`src/rtl/hi_lo_ctrl_if.sv`:
```
`default_nettype none
// ============================================================================
// Module  : hi_lo_ctrl_if
// Brief   : Request/multiplier/result bundle for the HI/LO controller.
// Revision: 1.0  initial release
// ============================================================================
interface hi_lo_ctrl_if;
  logic [5:0]  Signal;
  logic        start;
  logic [63:0] mulOut;
  logic [5:0]  mulSignal;
  logic        mulRst;
  logic        busy;
  logic        done;
  logic [31:0] hi;
  logic [31:0] lo;
  logic [31:0] dataOut;

  modport slave (
    input  Signal, start, mulOut,
    output mulSignal, mulRst, busy, done, hi, lo, dataOut
  );

  modport master (
    output Signal, start, mulOut,
    input  mulSignal, mulRst, busy, done, hi, lo, dataOut
  );
endinterface
`default_nettype wire

```
`src/rtl/hi_lo_ctrl.sv`:
```
`default_nettype none
// ============================================================================
// Module  : hi_lo_ctrl
// Brief   : Sequences a 32-cycle MULTU on an external multiplier and owns
//           HI/LO plus the MFHI/MFLO read path. Option: HILO_BYPASS_EN.
// Revision: 1.0  initial release
// ============================================================================
module hi_lo_ctrl (
  input  logic         clk,
  input  logic         reset,
  hi_lo_ctrl_if.slave  bus
);

  localparam logic [5:0] c_MULTU      = 6'b011001;
  localparam logic [5:0] c_MFHI       = 6'b010000;
  localparam logic [5:0] c_MFLO       = 6'b010010;
  localparam logic [5:0] c_RUN_CODE   = 6'b111111;
  localparam logic [5:0] c_IDLE_CODE  = 6'b000000;
  localparam logic [5:0] c_LAST_COUNT = 6'd31;

  typedef enum logic [1:0] {
    IDLE  = 2'd0,
    CLR   = 2'd1,
    RUN   = 2'd2,
    LATCH = 2'd3
  } state_t;

  state_t      r_state;
  state_t      w_next_state;
  logic [5:0]  r_count;
  logic [5:0]  w_next_count;
  logic [31:0] r_hi;
  logic [31:0] r_lo;
  logic [31:0] r_data_out;
  logic [5:0]  w_mul_signal;
  logic        w_mul_rst;
  logic        w_busy;
  logic        w_done;
  logic        w_mfhi;
  logic        w_mflo;
  logic [31:0] w_src_hi;
  logic [31:0] w_src_lo;

  always_comb begin
    w_next_state = r_state;
    w_next_count = r_count;
    w_mul_signal = c_IDLE_CODE;
    w_mul_rst    = 1'b0;
    w_busy       = 1'b0;
    w_done       = 1'b0;
    case (r_state)
      IDLE: begin
        if (bus.start && (bus.Signal == c_MULTU)) begin
          w_next_state = CLR;
        end
      end
      CLR: begin
        w_busy       = 1'b1;
        w_mul_rst    = 1'b1;
        w_mul_signal = c_MULTU;
        w_next_count = 6'd0;
        w_next_state = RUN;
      end
      RUN: begin
        w_busy       = 1'b1;
        w_mul_signal = c_RUN_CODE;
        w_next_count = r_count + 6'd1;
        if (r_count == c_LAST_COUNT) begin
          w_next_state = LATCH;
        end
      end
      LATCH: begin
        w_busy       = 1'b1;
        w_done       = 1'b1;
        w_next_state = IDLE;
      end
      default: begin
        w_next_state = IDLE;
      end
    endcase
  end

  assign w_mfhi = bus.start && (bus.Signal == c_MFHI);
  assign w_mflo = bus.start && (bus.Signal == c_MFLO);

`ifdef HILO_BYPASS_EN
  // A read landing in LATCH sees the product being written this cycle.
  assign w_src_hi = (r_state == LATCH) ? bus.mulOut[63:32] : r_hi;
  assign w_src_lo = (r_state == LATCH) ? bus.mulOut[31:0]  : r_lo;
`else
  assign w_src_hi = r_hi;
  assign w_src_lo = r_lo;
`endif

  always_ff @(posedge clk or negedge reset) begin
    if (!reset) begin
      r_state    <= IDLE;
      r_count    <= 6'd0;
      r_hi       <= 32'd0;
      r_lo       <= 32'd0;
      r_data_out <= 32'd0;
    end else begin
      r_state <= w_next_state;
      r_count <= w_next_count;
      if (r_state == LATCH) begin
        r_hi <= bus.mulOut[63:32];
        r_lo <= bus.mulOut[31:0];
      end
      if (w_mfhi) begin
        r_data_out <= w_src_hi;
      end else if (w_mflo) begin
        r_data_out <= w_src_lo;
      end
    end
  end

  assign bus.mulSignal = w_mul_signal;
  assign bus.mulRst    = w_mul_rst;
  assign bus.busy      = w_busy;
  assign bus.done      = w_done;
  assign bus.hi        = r_hi;
  assign bus.lo        = r_lo;
  assign bus.dataOut   = r_data_out;

endmodule
`default_nettype wire

```
`src/flat_wrapper.sv`:
```
// flat-port wrapper written by rule: the top's interface ports become plain ports
module hi_lo_ctrl_flat 
  (clk, reset, bus_Signal, bus_start, bus_mulOut, bus_mulSignal, bus_mulRst, bus_busy, bus_done, bus_hi, bus_lo, bus_dataOut);
  hi_lo_ctrl_if bus_i ();
  input  logic clk;
  input  logic reset;
  input wire logic [$bits(bus_i.Signal)-1:0] bus_Signal;
  input wire logic [$bits(bus_i.start)-1:0] bus_start;
  input wire logic [$bits(bus_i.mulOut)-1:0] bus_mulOut;
  output wire logic [$bits(bus_i.mulSignal)-1:0] bus_mulSignal;
  output wire logic [$bits(bus_i.mulRst)-1:0] bus_mulRst;
  output wire logic [$bits(bus_i.busy)-1:0] bus_busy;
  output wire logic [$bits(bus_i.done)-1:0] bus_done;
  output wire logic [$bits(bus_i.hi)-1:0] bus_hi;
  output wire logic [$bits(bus_i.lo)-1:0] bus_lo;
  output wire logic [$bits(bus_i.dataOut)-1:0] bus_dataOut;
  assign bus_i.Signal = bus_Signal;
  assign bus_i.start = bus_start;
  assign bus_i.mulOut = bus_mulOut;
  assign bus_mulSignal = bus_i.mulSignal;
  assign bus_mulRst = bus_i.mulRst;
  assign bus_busy = bus_i.busy;
  assign bus_done = bus_i.done;
  assign bus_hi = bus_i.hi;
  assign bus_lo = bus_i.lo;
  assign bus_dataOut = bus_i.dataOut;
  hi_lo_ctrl u_core (.clk(clk), .reset(reset), .bus(bus_i));
endmodule
```
`config.mk`:
```
export PLATFORM = sky130hd
export DESIGN_NAME = hi_lo_ctrl_flat
export DESIGN_NICKNAME = d
export VERILOG_FILES = /design/src/rtl/hi_lo_ctrl_if.sv /design/src/rtl/hi_lo_ctrl.sv /design/src/flat_wrapper.sv
export SDC_FILE = /design/constraint.sdc
export NUM_CORES = 1
export LEC_CHECK = 0
export BUFFER_PORTS_ARGS = -buffer_cell sky130_fd_sc_hd__buf_4
export CAP_MARGIN = 20
export CORE_MARGIN = 8
export CORE_UTILIZATION = 52
export DETAILED_ROUTE_END_ITERATION = 10
export PLACE_DENSITY = 0.85
export SYNTH_ARGS = -nofsm -noshare
export SYNTH_HDL_FRONTEND = slang
export SYNTH_SLANG_ARGS = --single-unit
```
`constraint.sdc`:
```
create_clock -name clk -period 5.12 [get_ports clk]
set_clock_uncertainty 0.05 [all_clocks]
set_input_delay 0.768 -clock clk [delete_from_list [all_inputs] [get_ports clk]]
set_output_delay 0.768 -clock clk [all_outputs]
set_load 0.02 [all_outputs]
```
==> flow_summary.yaml <==
synth:
  netlist_top_cells_area: "dfrtp_1, mux2_2, mux2i_1, o21ai_0, nand2_1"
  synth_xor_area_share_pct: 0.2021
  synth_compound_area_share_pct: 5.283
  yosys_warnings: 0
  synth_area_um2: 4334
  synth_top_family_by_area: "multiplexers"
  synth_ff_type: "dfrtp_1"
  ys_types: 22
  yosysMostFrequentCell: "dfrtp_1"
  synthSimpleGateAreaFrac_pct: 4.936
  syn_avg_cell_area_um2: 13.21
  yosysTopAreaCellShare_pct: 60.05
  ys_top_cells_by_count: "dfrtp_1, mux2_2, o21ai_0, nand2_1, mux2i_1"
  synth_nets: 407
  yosysSeqAreaShare_pct: 60.05
  ys_ff_latch: 104
  synthMuxAreaShare_pct: 24.48
  synth_top_area_cell: "dfrtp_1"
  syn_inst: 328
  async_flop_share_pct: 100.0
  synth-edff-count: 0
  synth_fa_ha_area_share_pct: 1.732
run_status:
  status: "finished clean"
timing:
  slew_headroom_pct: 43.97
  setup_viol: 0
  worstMarginPinSlew_ns: 0.8405
  fmax_mhz: 421.3
  fin_crit_ns: 2.374
  grt_setup_unrepaired: "false"
  setup-tns-final_ns: 0
  hold_viol: 0
  slew_viol_final: 0
  fin_crit_sh_pct: 46.36
power_and_ir_drop:
  leakagePower_nw: 2.925
  finalPower_w: 0.003611
  vdd_drop_max_uv: 323.0
  p_per_area_nw_per_um2: 612.7
worst_setup_path:
  reg2reg_slack_ns: 3.20
  cp_max_fo: 11
  slowest_delay_ns: 0.48
  arrival_ns: 1.56
  crit_type: "flip-flop to output pin"
  startpoint_type: "flip-flop"
  crit_required_ns: 4.30
  end_kind: "output pin"
  cp_slowest_cell: "ha_1"
  cp_cell_sequence: "inv_1 > ha_1 > buf_4"
layout:
  drive_above_1_share_pct: 52.59
  stdcell_area_um2: 5893
  postLayoutCoreUtil_pct: 72.45
  area_growth_pct: 35.97
  antenna_cells: 0
  nets: 576
global_route:
  overflow: 0
  grt_antenna_before_repair: 0
  grt_start_max_net_pins: 65
  grt_pass1_wl_mm: 17.45
  grt_use_total_pct: 19.08
  first_global_vias: 3486
clocking:
  post_cts_buffers: 0
  cts_resized: 0
  cts-root-buf: "clkbuf_8"
  insertion_delay_ns: 0.35
  cts_max_path_buffers: 2
  htree_levels: 3
  cts_made_buffers: 9
  cts_tree: "done"
  cts_sinks: 104
  cts.clk_slew.worst_paths_ns: 0.10
  holdBufCountCts: 0
route:
  via_per_inst: 5.211
  via_count: 3163
  drtPass1Iterations: 4
  drtAntennaViolNets: 0
  drt_wl_total_mm: 11.05
  drtIter0Drc: 77
  drc: 0
  wl_per_cell_um: 18.20
worst_hold_path:
  hold_class: "primary input to asynchronous set/reset pin"
floorplan:
  initial_core_util_pct: 53.28
  die_w_um: 107.3
  core-area_um2: 8134
  fp-row-count: 33
  dieArea_um2: 11510
  fp.dieH_um: 107.3
  ios: 178
placement:
  gp_congestion: 0.7619
  post_dp_cell_area_um2: 5702
  dp_hpwl_mm: 8.224
  io_buffers: 177
job:
  max_cap_viol_count: 0
## critical path: cells and delay by family (launching register included)
kind,cells,cell delay (ns)
adders and majority gates,1,0.48
buffers and inverters,2,0.32
DFF,1,0.42
## power breakdown
part | total (W) | switching (W) | internal, W
Sequential | 0.00137 | 0.000242 | 0.00113
Clock | 0.000483 | 0.000275 | 0.000207
Combinational | 0.00175 | 0.000906 | 0.000848
Total | 0.00361 | 0.00142 | 0.00219
## per-stage QoR
step | setup WS (ns) | std cells | hold slack, ns
after detailed placement | 3.089 | 591 | 0.4212
final | 2.746 | 607 | 0.3889
after floorplan | 3.192 | 328 | 0.4224
after CTS | 2.729 | 607 | 0.4105
after global placement | 3.102 | 591 | 0.4146
after global routing | 2.636 | 607 | 0.4469
## per-layer routing
| metal | global-route usage (%) | part of all wire, % | vias to the layer above | wire length, um |
|---|---|---|---|---|
| met5 | 0 | 0 | - | 0 |
| met4 | 9.246 | 2.5 | 0 | 271 |
| met3 | 5.090 | 6.8 | 19 | 754 |
| met2 | 35.22 | 54 | 97 | 6000 |
| met1 | 19.42 | 36 | 1570 | 4022 |
| li1 | - | - | 1477 | - |
## path summary, 6_finish.rpt
path / start / end / cells past startpoint
min: reset / u_core.bus.lo[5] / 1
max in group asynchronous: reset / u_core.r_state[0] / 2
min in group clk: u_core.bus.dataOut[17] / u_core.bus.dataOut[17] / 2
max reg2reg: u_core.r_state[0] / u_core.bus.lo[13] / 3
min reg2reg: u_core.bus.dataOut[17] / u_core.bus.dataOut[17] / 2
max: u_core.r_state[0] / bus_mulSignal[3] / 3
## cell type report
class / count / area (um^2)
clock inverters: 5 / 40.04
well taps: 105 / 131.4
fillers: 593 / 2241
repair buffers: 180 / 1351
flip-flops and latches: 104 / 2603
clock buffers: 11 / 151.4
multi-input cells: 195 / 1590
inverters: 7 / 26.28
## state kept, by name (all words and copies together), names as in the netlist
name and cells:
u_core.r_state 2, u_core.bus.lo 32, u_core.bus.hi 32, u_core.r_count 6
u_core.bus.dataOut 32
## logic make-up after synthesis
kind of cell | Yosys count
DFF | 104
AOI/OAI and AO/OA | 42
muxes | 98
and+or+nand+nor | 48
adders and majority gates | 6
buffers and inverters | 29
xor gates and xnor gates | 1
## cell usage in the layout (no fill, tap or decap), types with 2 or more instances in the layout
| cell type | Yosys | final |
|---|---|---|
| nand3_1 | 3 | 3 |
| inv_1 | 7 | 7 |
| dfrtp_1 | 104 | 104 |
| clkinv_4 | 0 | 3 |
| buf_4 | 6 | 180 |
| nor2_1 | 4 | 4 |
| o21ai_0 | 36 | 36 |
| nand4_2 | 2 | 2 |
| nand2_1 | 35 | 35 |
| mux2_2 | 64 | 64 |
| mux2i_1 | 34 | 34 |
| clkbuf_8 | 0 | 11 |
| nand4_1 | 2 | 2 |
| ha_1 | 6 | 5 |
| a22o_1 | 2 | 2 |
Note: power is estimated with default switching activity, not from simulation.
